File: config.mk
export PLATFORM = sky130hd
export DESIGN_NAME = div_unit_flat
export DESIGN_NICKNAME = d
export VERILOG_FILES = /design/src/rtl/div_unit_if.sv /design/src/rtl/div_unit.sv /design/src/flat_wrapper.sv
export SDC_FILE = /design/constraint.sdc
export NUM_CORES = 1
export LEC_CHECK = 0
export CORE_MARGIN = 2
export CORE_UTILIZATION = 30
export CTS_BUF_LIST = sky130_fd_sc_hd__clkbuf_4
export CTS_CLUSTER_SIZE = 30
export DETAILED_ROUTE_END_ITERATION = 12
export GPL_ROUTABILITY_DRIVEN = 1
export GPL_TIMING_DRIVEN = 0
export PLACE_DENSITY = 0.51
export SLEW_MARGIN = 30
export SYNTH_ARGS = -nofsm -noshare
export SYNTH_HDL_FRONTEND = slang
export SYNTH_SLANG_ARGS = --single-unit
export TNS_END_PERCENT = 1
File: constraint.sdc
create_clock -name clk -period 9.1 [get_ports clk]
set_input_delay 1.82 -clock clk [delete_from_list [all_inputs] [get_ports clk]]
set_output_delay 1.82 -clock clk [all_outputs]
set_load 0.005 [all_outputs]
File: src/rtl/div_unit_if.sv
`default_nettype none
// ============================================================================
// div_unit_if : execute-stage <-> divider handshake and operand bundle
// Revision    : 1.0
// ============================================================================
interface div_unit_if;
  logic        start;
  logic        sign;
  logic        annul;
  logic [31:0] a;
  logic [31:0] b;
  logic [63:0] result;
  logic        ready;
  logic        stall_req;

  modport master (
    output start, sign, annul, a, b,
    input  result, ready, stall_req
  );

  modport slave (
    input  start, sign, annul, a, b,
    output result, ready, stall_req
  );
endinterface
`default_nettype wire

File: src/rtl/div_unit.sv
`default_nettype none
// ============================================================================
// div_unit : 32-bit radix-2 restoring divider (DIV/DIVU) for the HI/LO path
// Revision : 1.0
// ============================================================================
module div_unit (
  input  logic       clk,
  input  logic       resetn,
  div_unit_if.slave  bus
);

  typedef enum logic [1:0] {
    S_IDLE  = 2'd0,
    S_ON    = 2'd1,
    S_DZERO = 2'd2,
    S_DONE  = 2'd3
  } state_t;

  state_t      state_q, state_d;
  logic [4:0]  cnt_q, cnt_d;
  logic [63:0] rem_q, rem_d;
  logic [31:0] dvs_q, dvs_d;
  logic [31:0] a_q, a_d;
  logic        qneg_q, qneg_d;
  logic        rneg_q, rneg_d;
  logic [63:0] result_q, result_d;

  logic [31:0] a_mag, b_mag;
  logic [64:0] shifted;
  logic [32:0] diff;
  logic [63:0] rem_step;
  logic [31:0] q_fix, r_fix;
  logic        accept;

  assign accept = bus.start & ~bus.annul;
  assign a_mag  = (bus.sign & bus.a[31]) ? -bus.a : bus.a;
  assign b_mag  = (bus.sign & bus.b[31]) ? -bus.b : bus.b;

  // Shifted value is the 65-bit partial remainder; its top 33 bits face the divisor.
  assign shifted  = {rem_q, 1'b0};
  assign diff     = shifted[64:32] - {1'b0, dvs_q};
  assign rem_step = diff[32] ? shifted[63:0] : {diff[31:0], shifted[31:1], 1'b1};
  assign q_fix    = qneg_q ? -rem_step[31:0]  : rem_step[31:0];
  assign r_fix    = rneg_q ? -rem_step[63:32] : rem_step[63:32];

  always_comb begin
    state_d  = state_q;
    cnt_d    = cnt_q;
    rem_d    = rem_q;
    dvs_d    = dvs_q;
    a_d      = a_q;
    qneg_d   = qneg_q;
    rneg_d   = rneg_q;
    result_d = result_q;

    case (state_q)
      S_IDLE: begin
        if (accept) begin
          a_d    = bus.a;
          dvs_d  = b_mag;
          rem_d  = {32'h0, a_mag};
          qneg_d = bus.sign & (bus.a[31] ^ bus.b[31]);
          rneg_d = bus.sign & bus.a[31];
          cnt_d  = 5'd0;
          state_d = (bus.b == 32'h0) ? S_DZERO : S_ON;
        end
      end
      S_ON: begin
        if (bus.annul) begin
          state_d = S_IDLE;
        end else begin
          rem_d = rem_step;
          cnt_d = cnt_q + 5'd1;
          if (cnt_q == 5'd31) begin
            result_d = {r_fix, q_fix};
            state_d  = S_DONE;
          end
        end
      end
      S_DZERO: begin
        if (bus.annul) begin
          state_d = S_IDLE;
        end else begin
          result_d = {a_q, 32'hFFFF_FFFF};
          state_d  = S_DONE;
        end
      end
      S_DONE: begin
        state_d = S_IDLE;
      end
      default: state_d = S_IDLE;
    endcase
  end

  always_ff @(posedge clk) begin
    if (!resetn) begin
      state_q  <= S_IDLE;
      cnt_q    <= 5'd0;
      rem_q    <= 64'h0;
      dvs_q    <= 32'h0;
      a_q      <= 32'h0;
      qneg_q   <= 1'b0;
      rneg_q   <= 1'b0;
      result_q <= 64'h0;
    end else begin
      state_q  <= state_d;
      cnt_q    <= cnt_d;
      rem_q    <= rem_d;
      dvs_q    <= dvs_d;
      a_q      <= a_d;
      qneg_q   <= qneg_d;
      rneg_q   <= rneg_d;
      result_q <= result_d;
    end
  end

  assign bus.result    = result_q;
  assign bus.ready     = (state_q == S_DONE);
  // Released in DONE so the pipeline advances in the same cycle as ready.
  assign bus.stall_req = ((state_q == S_IDLE) & accept) | (state_q == S_ON) | (state_q == S_DZERO);

endmodule
`default_nettype wire

File: src/flat_wrapper.sv
// flat-port wrapper written by rule: the top's interface ports become plain ports
module div_unit_flat 
  (clk, resetn, bus_start, bus_sign, bus_annul, bus_a, bus_b, bus_result, bus_ready, bus_stall_req);
  div_unit_if bus_i ();
  input  logic clk;
  input  logic resetn;
  input wire logic [$bits(bus_i.start)-1:0] bus_start;
  input wire logic [$bits(bus_i.sign)-1:0] bus_sign;
  input wire logic [$bits(bus_i.annul)-1:0] bus_annul;
  input wire logic [$bits(bus_i.a)-1:0] bus_a;
  input wire logic [$bits(bus_i.b)-1:0] bus_b;
  output wire logic [$bits(bus_i.result)-1:0] bus_result;
  output wire logic [$bits(bus_i.ready)-1:0] bus_ready;
  output wire logic [$bits(bus_i.stall_req)-1:0] bus_stall_req;
  assign bus_i.start = bus_start;
  assign bus_i.sign = bus_sign;
  assign bus_i.annul = bus_annul;
  assign bus_i.a = bus_a;
  assign bus_i.b = bus_b;
  assign bus_result = bus_i.result;
  assign bus_ready = bus_i.ready;
  assign bus_stall_req = bus_i.stall_req;
  div_unit u_core (.clk(clk), .resetn(resetn), .bus(bus_i));
endmodule
==> results.sh, run 1 <==
export IMPL_status="completed"
export IMPL_power_internal_uw=2116
export IMPL_syn_nets=1916
export IMPL_cp_start_kind="register"
export IMPL_htreeDepth=2
export IMPL_antenna_found_initial=3
export IMPL_io_pins=135
export IMPL_core_area_um2=43930
export IMPL_power_density_nw_per_um2=246.8
export IMPL_timing_final_crit_period_ps=7038
export IMPL_slowest_stage="nor4_1"
export IMPL_dp_hpwl_um=43780
export IMPL_rrSetupSlack_ps=2060
export IMPL_viasPerCell=5.422
export IMPL_hp_start="u_core.a_q[15]"
export IMPL_finalSetupViolations=0
export IMPL_rsz0062_at_grt="false"
export IMPL_ir_drop_v=0.00009674
export IMPL_hold_depth=2
export IMPL_synth_edf_count=0
export IMPL_vias=14310
export IMPL_synth_seq_cells=201
export IMPL_swShare=0.4675
export IMPL_antenna_left=0
export IMPL_critPathMaxStageDelay_ps=610
export IMPL_wl_per_cell_um=21.08
export IMPL_port_buffers=134
export IMPL_synthArstFlopShare=0
export IMPL_setup_tns_ps=0
export IMPL_period_share=0.7734
export IMPL_cts_resized=0
export IMPL_p_comb_frac=0.496
export IMPL_yosys_warnings=0
export IMPL_dpl_instance_area_um2=15360
export IMPL_grt_total_usage=0.2360
export IMPL_tightest_slew_ps=1095
export IMPL_die_w_um=214.4
export IMPL_synthCells=1804
export IMPL_insertion_delay_ps=810
export IMPL_grt_max_degree=19
export IMPL_synth_avg_cell_area_um2=7.362
export IMPL_layout_commonest_cell="nand2_1"
export IMPL_synth_area_um2=13280
export IMPL_grt_pass1_wl_um=83790
export IMPL_synth_ff_type="dfxtp_1"
export IMPL_synth_largest_area_cell="dfxtp_1"
export IMPL_r2r_cells=25
export IMPL_num_rows=77
export IMPL_die_h_um=214.4
export IMPL_fin_util=0.3665
export IMPL_cts_sinks=201
export IMPL_dieArea_um2=45970
export IMPL_leakagePower_uw=0.005916
export IMPL_drt_first_iter_violations=1332
export IMPL_postCtsSetupRepairBufs=0
export IMPL_p_switching_uw=1858
export IMPL_syn2layout_area_growth_pct=21.25
export IMPL_hold_slack_ps=454.8
export IMPL_drc_errors=0
export IMPL_numCtsBuffers=59
export IMPL_firstDrtPassIters=6
export IMPL_synth_top_area_share=0.3030
export IMPL_cts_tree="built"
export IMPL_ys_seq_area_frac=0.3030
export IMPL_fmax_ghz=0.1421
export IMPL_crit_required_ps=9750
export IMPL_final_hold_viol_count=0
export IMPL_final_cell_area_um2=16100
export IMPL_hold_class="register to register"
export IMPL_cts_clk_slew_worst_paths_ps=60
export IMPL_mostFrequentLayoutCells="nand2_1, a21oi_1, dfxtp_1"
export IMPL_worst_clock_skew_ps=59.53
export IMPL_grt_ovfl_total=0
export IMPL_start_util=0.3023
export IMPL_r2r_start="u_core.rem_q[31]"
export IMPL_endpoint_kind="register"
export IMPL_r2r_end="u_core.bus.result[58]"
export IMPL_holdBufCountCts=0
export IMPL_drv_slew=0
export IMPL_drive_gt1_frac=0.06598
export IMPL_holdPathEnd="u_core.a_q[15]"
export IMPL_worst_path_buf_inv=6
export IMPL_synth_distinct_cells=78
export IMPL_grt_pass1_vias=13700
export IMPL_slew_headroom=0.2675
export IMPL_seqPwrFrac=0.287
export IMPL_drv_cap=0
export IMPL_finalWeightedCongestion=0.9111
export IMPL_worstSetupPathType="register to register"
export IMPL_clkPwrFrac=0.217
export IMPL_cpLargestDelayFamily="compound AO/OA/AOI/OAI gates"
export IMPL_final_nets=2111
export IMPL_drt_total_wl_um=55630
export IMPL_arrival_ps=7690
export IMPL_cts_root_buf="clkbuf_4"
export IMPL_worst_path_max_fanout=10
export IMPL_synth_area_top_cells="dfxtp_1, a21oi_1, nand2_1, nor2_1, o21ai_0"
export IMPL_cts_buffer_depth=3
[synthesized netlist by cell type, drive strengths merged (32+ instances only)]
cell type  number
nand2         246
a21oi         219
dfxtp         201
nor2          201
o21ai         143
clkbuf         93
xor2           72
inv            61
xnor2          57
ha             42
a211oi         40
nor3           32
[worst max-delay path by stage]
stage / cells past startpoint / endpoint / slack [ps] / start
floorplan: 25 / u_core.bus.result[60] / 4090 / u_core.rem_q[31]
global placement: 25 / u_core.bus.result[60] / 2130 / u_core.rem_q[31]
detailed placement: 25 / u_core.bus.result[58] / 2200 / u_core.rem_q[31]
CTS: 25 / u_core.bus.result[58] / 2200 / u_core.rem_q[31]
global route: 25 / u_core.bus.result[58] / 1740 / u_core.rem_q[31]
finish: 25 / u_core.bus.result[58] / 2060 / u_core.rem_q[31]
[per-layer routing]
layer,track usage,vias to the layer above,wire (µm)
li1,-,6876,-
met1,0.3307,6828,25660
met2,0.3741,531,24910
met3,0.03830,74,3983
met4,0.06505,0,1076
met5,0,-,0
[registers in the layout, summed over array words and instances (netlist names)]
register / cells
u_core.qneg_q: 1
u_core.a_q: 32
u_core.state_q: 2
u_core.bus.result: 64
u_core.rem_q: 64
u_core.cnt_q: 5
u_core.rneg_q: 1
u_core.dvs_q: 32
[power groups by stage]
stage / logic [µW] / clock network, µW / registers (µW)
after floorplan: 1260 / 0 / 1110
after global placement: 1930 / 0 / 1150
after detailed placement: 1940 / 0 / 1160
after CTS: 1950 / 888 / 1140
after global routing: 2140 / 932 / 1150
final: 1970 / 864 / 1140
[logic make-up after synthesis]
kind of cell | synth area share
AND/OR/NAND/NOR | 0.2195
AO/OA/AOI/OAI | 0.2745
flip-flops | 0.3030
buffers and inverters | 0.05125
XOR/XNOR | 0.08508
adder cells (fa/ha/maj) | 0.04108
multiplexers | 0.02563
[worst register-to-register path, stage by stage (launching register included)]
cell and delay [ps]:
dfxtp_1 350, inv_1 60, ha_1 210, inv_1 70, fa_1 270, a211oi_2 120, o31a_1 390, a2111oi_4 600
o21ai_4 120, mux2i_4 550, nor2_4 180, inv_2 180, buf_2 370, buf_2 420, nor2_1 80, a21oi_1 290
ha_1 210, inv_1 110, a311oi_1 410, nand2b_1 190, nor4_2 410, a41oi_1 290, nor4_1 610, a21oi_1 160
xor2_1 200, a21oi_1 90
[per-stage QoR]
| stage | cells | setup WS (ps) | total power (µW) |
|---|---|---|---|
| floorplan | 1804 | 4085 | 2371 |
| global placement | 2530 | 2127 | 3085 |
| detailed placement | 2530 | 2200 | 3091 |
| CTS | 2638 | 2196 | 3971 |
| global route | 2639 | 1737 | 4224 |
| finish | 2639 | 2062 | 3974 |
[final cells by class]
cell class	count	area (µm²)
Timing Repair Buffer	134	1341
Sequential cell	201	4024
Inverter	61	229.0
Clock inverter	25	111.4
Buffer	114	451.7
Tap cell	592	740.7
Multi-Input combinational cell	1428	8578
Clock buffer	83	623.1
Fill cell	4789	27830
Antenna cell	1	2.502
No activity file was read; power rests on OpenSTA's default activity.
==> run 2: changes to the inputs <==
- clock period: 9.1 -> 7.1 ns (I/O delays scaled with it)
==> run 2 against run 1 <==
  * Combinational power up 28%
  * Setup slack got worse by 1400 ps
  * Flip-flop and latch count stayed put
  * Clock power grew 28%
  * Via count is 0.22% lower
  * Sequential share of layout area hardly changed
  * Register-to-register slack got worse by 1400 ps
  * Die area unchanged
  * Final cell count barely moved
  * Fmax is 8.8% higher
  * Cell area up 0.11%
  * Sequential power increased by 28%
  * Critical path type unchanged
  * Largest cell class unchanged
==> results.sh, run 2 (synthesis results as in run 1) <==
export IMPL_drc_errors=0
export IMPL_wl_per_cell_um=21.10
export IMPL_drv_cap=0
export IMPL_worst_clock_skew_ps=58.18
export IMPL_viasPerCell=5.408
export IMPL_holdBufCountCts=0
export IMPL_grt_total_usage=0.2360
export IMPL_mostFrequentLayoutCells="nand2_1, a21oi_1, dfxtp_1"
export IMPL_timing_final_crit_period_ps=6472
export IMPL_syn2layout_area_growth_pct=21.38
export IMPL_status="completed"
export IMPL_port_buffers=134
export IMPL_dieArea_um2=45970
export IMPL_vias=14280
export IMPL_firstDrtPassIters=6
export IMPL_worst_path_max_fanout=10
export IMPL_endpoint_kind="register"
export IMPL_io_pins=135
export IMPL_drt_total_wl_um=55690
export IMPL_cts_root_buf="clkbuf_4"
export IMPL_rsz0062_at_grt="false"
export IMPL_antenna_left=0
export IMPL_tightest_slew_ps=1060
export IMPL_worstSetupPathType="register to register"
export IMPL_drv_slew=0
export IMPL_antenna_found_initial=3
export IMPL_leakagePower_uw=0.005925
export IMPL_layout_commonest_cell="nand2_1"
export IMPL_final_hold_viol_count=0
export IMPL_numCtsBuffers=59
export IMPL_finalWeightedCongestion=0.9111
export IMPL_cts_tree="built"
export IMPL_grt_pass1_wl_um=83790
export IMPL_drive_gt1_frac=0.06742
export IMPL_power_density_nw_per_um2=316.7
export IMPL_final_nets=2112
export IMPL_hold_class="register to register"
export IMPL_cp_start_kind="register"
export IMPL_slowest_stage="fa_1"
export IMPL_insertion_delay_ps=810
export IMPL_setup_tns_ps=0
export IMPL_dp_hpwl_um=43780
export IMPL_grt_pass1_vias=13700
export IMPL_htreeDepth=2
export IMPL_fmax_ghz=0.1545
export IMPL_grt_max_degree=19
export IMPL_crit_required_ps=7760
export IMPL_die_w_um=214.4
export IMPL_ir_drop_v=0.0001239
export IMPL_critPathMaxStageDelay_ps=450
export IMPL_cts_sinks=201
export IMPL_slew_headroom=0.2904
export IMPL_arrival_ps=7130
export IMPL_cts_clk_slew_worst_paths_ps=60
export IMPL_finalSetupViolations=0
export IMPL_grt_ovfl_total=0
export IMPL_drt_first_iter_violations=1195
export IMPL_num_rows=77
export IMPL_fin_util=0.3669
export IMPL_die_h_um=214.4
export IMPL_period_share=0.9115
export IMPL_core_area_um2=43930
export IMPL_start_util=0.3023
export IMPL_cts_buffer_depth=3
-- run 2: worst max-delay path: cells and delay by family, from the launching register on --
kind	cells	cell delay, ps
compound gates	9	2220
xor+xnor	1	190
fa+ha+maj	3	850
buf+inv	6	1170
flops	1	320
mux	1	330
simple gates	5	1270
-- run 2: cell type report --
type | count | area (µm²)
timing repair buffer | 136 | 1356
clock inverter | 25 | 111.4
inverter | 61 | 229.0
clock buffer | 83 | 623.1
antenna | 1 | 2.502
sequential | 201 | 4024
tap | 592 | 740.7
fill | 4787 | 27810
buffer | 113 | 447.9
multi-input combinational | 1428 | 8584
-- run 2: through the flow --
stage	cell area [µm²]	hold WS, ps	total power (µW)	setup slack (ps)	cells
2_1_floorplan	13280	431.1	3039	2085	1804
4_1_cts	16100	454.7	5089	196.1	2638
3_5_place_dp	15360	445.8	3962	200.1	2530
6_report	16120	455.2	5105	628.5	2640
3_3_place_gp	15360	442.3	3953	127.2	2530
5_1_grt	16120	467.5	5422	269.4	2640
-- run 2: where the power goes --
part           total (µW)  switching, µW  internal, µW
logic                2530           1660           876
clock network        1110            567           543
registers            1460            161          1300
-- run 2: path summary, 6_finish.rpt --
kind | from | end | slack (ps) | cells after the start
hold / removal | u_core.a_q[15] | u_core.a_q[15] | 460 | 2
setup reg to reg | u_core.rem_q[31] | u_core.bus.result[58] | 630 | 25
hold reg to reg | u_core.a_q[15] | u_core.a_q[15] | 460 | 2
setup / recovery | u_core.rem_q[31] | u_core.bus.result[58] | 630 | 25
-- run 2: what timing repair did --
item | 4_1_cts | 5_1_grt
buffers inserted | 0 | 2
setup endpoints to repair | 0 | 4
endpoints found under the hold margin | 0 | 0
resized for setup | 0 | 1
-- run 2: layer usage --
metal | GRT usage | wire length, µm
met3 | 0.03830 | 3940
met2 | 0.3741 | 24950
met4 | 0.06505 | 1000
met5 | 0 | 0
met1 | 0.3307 | 25800
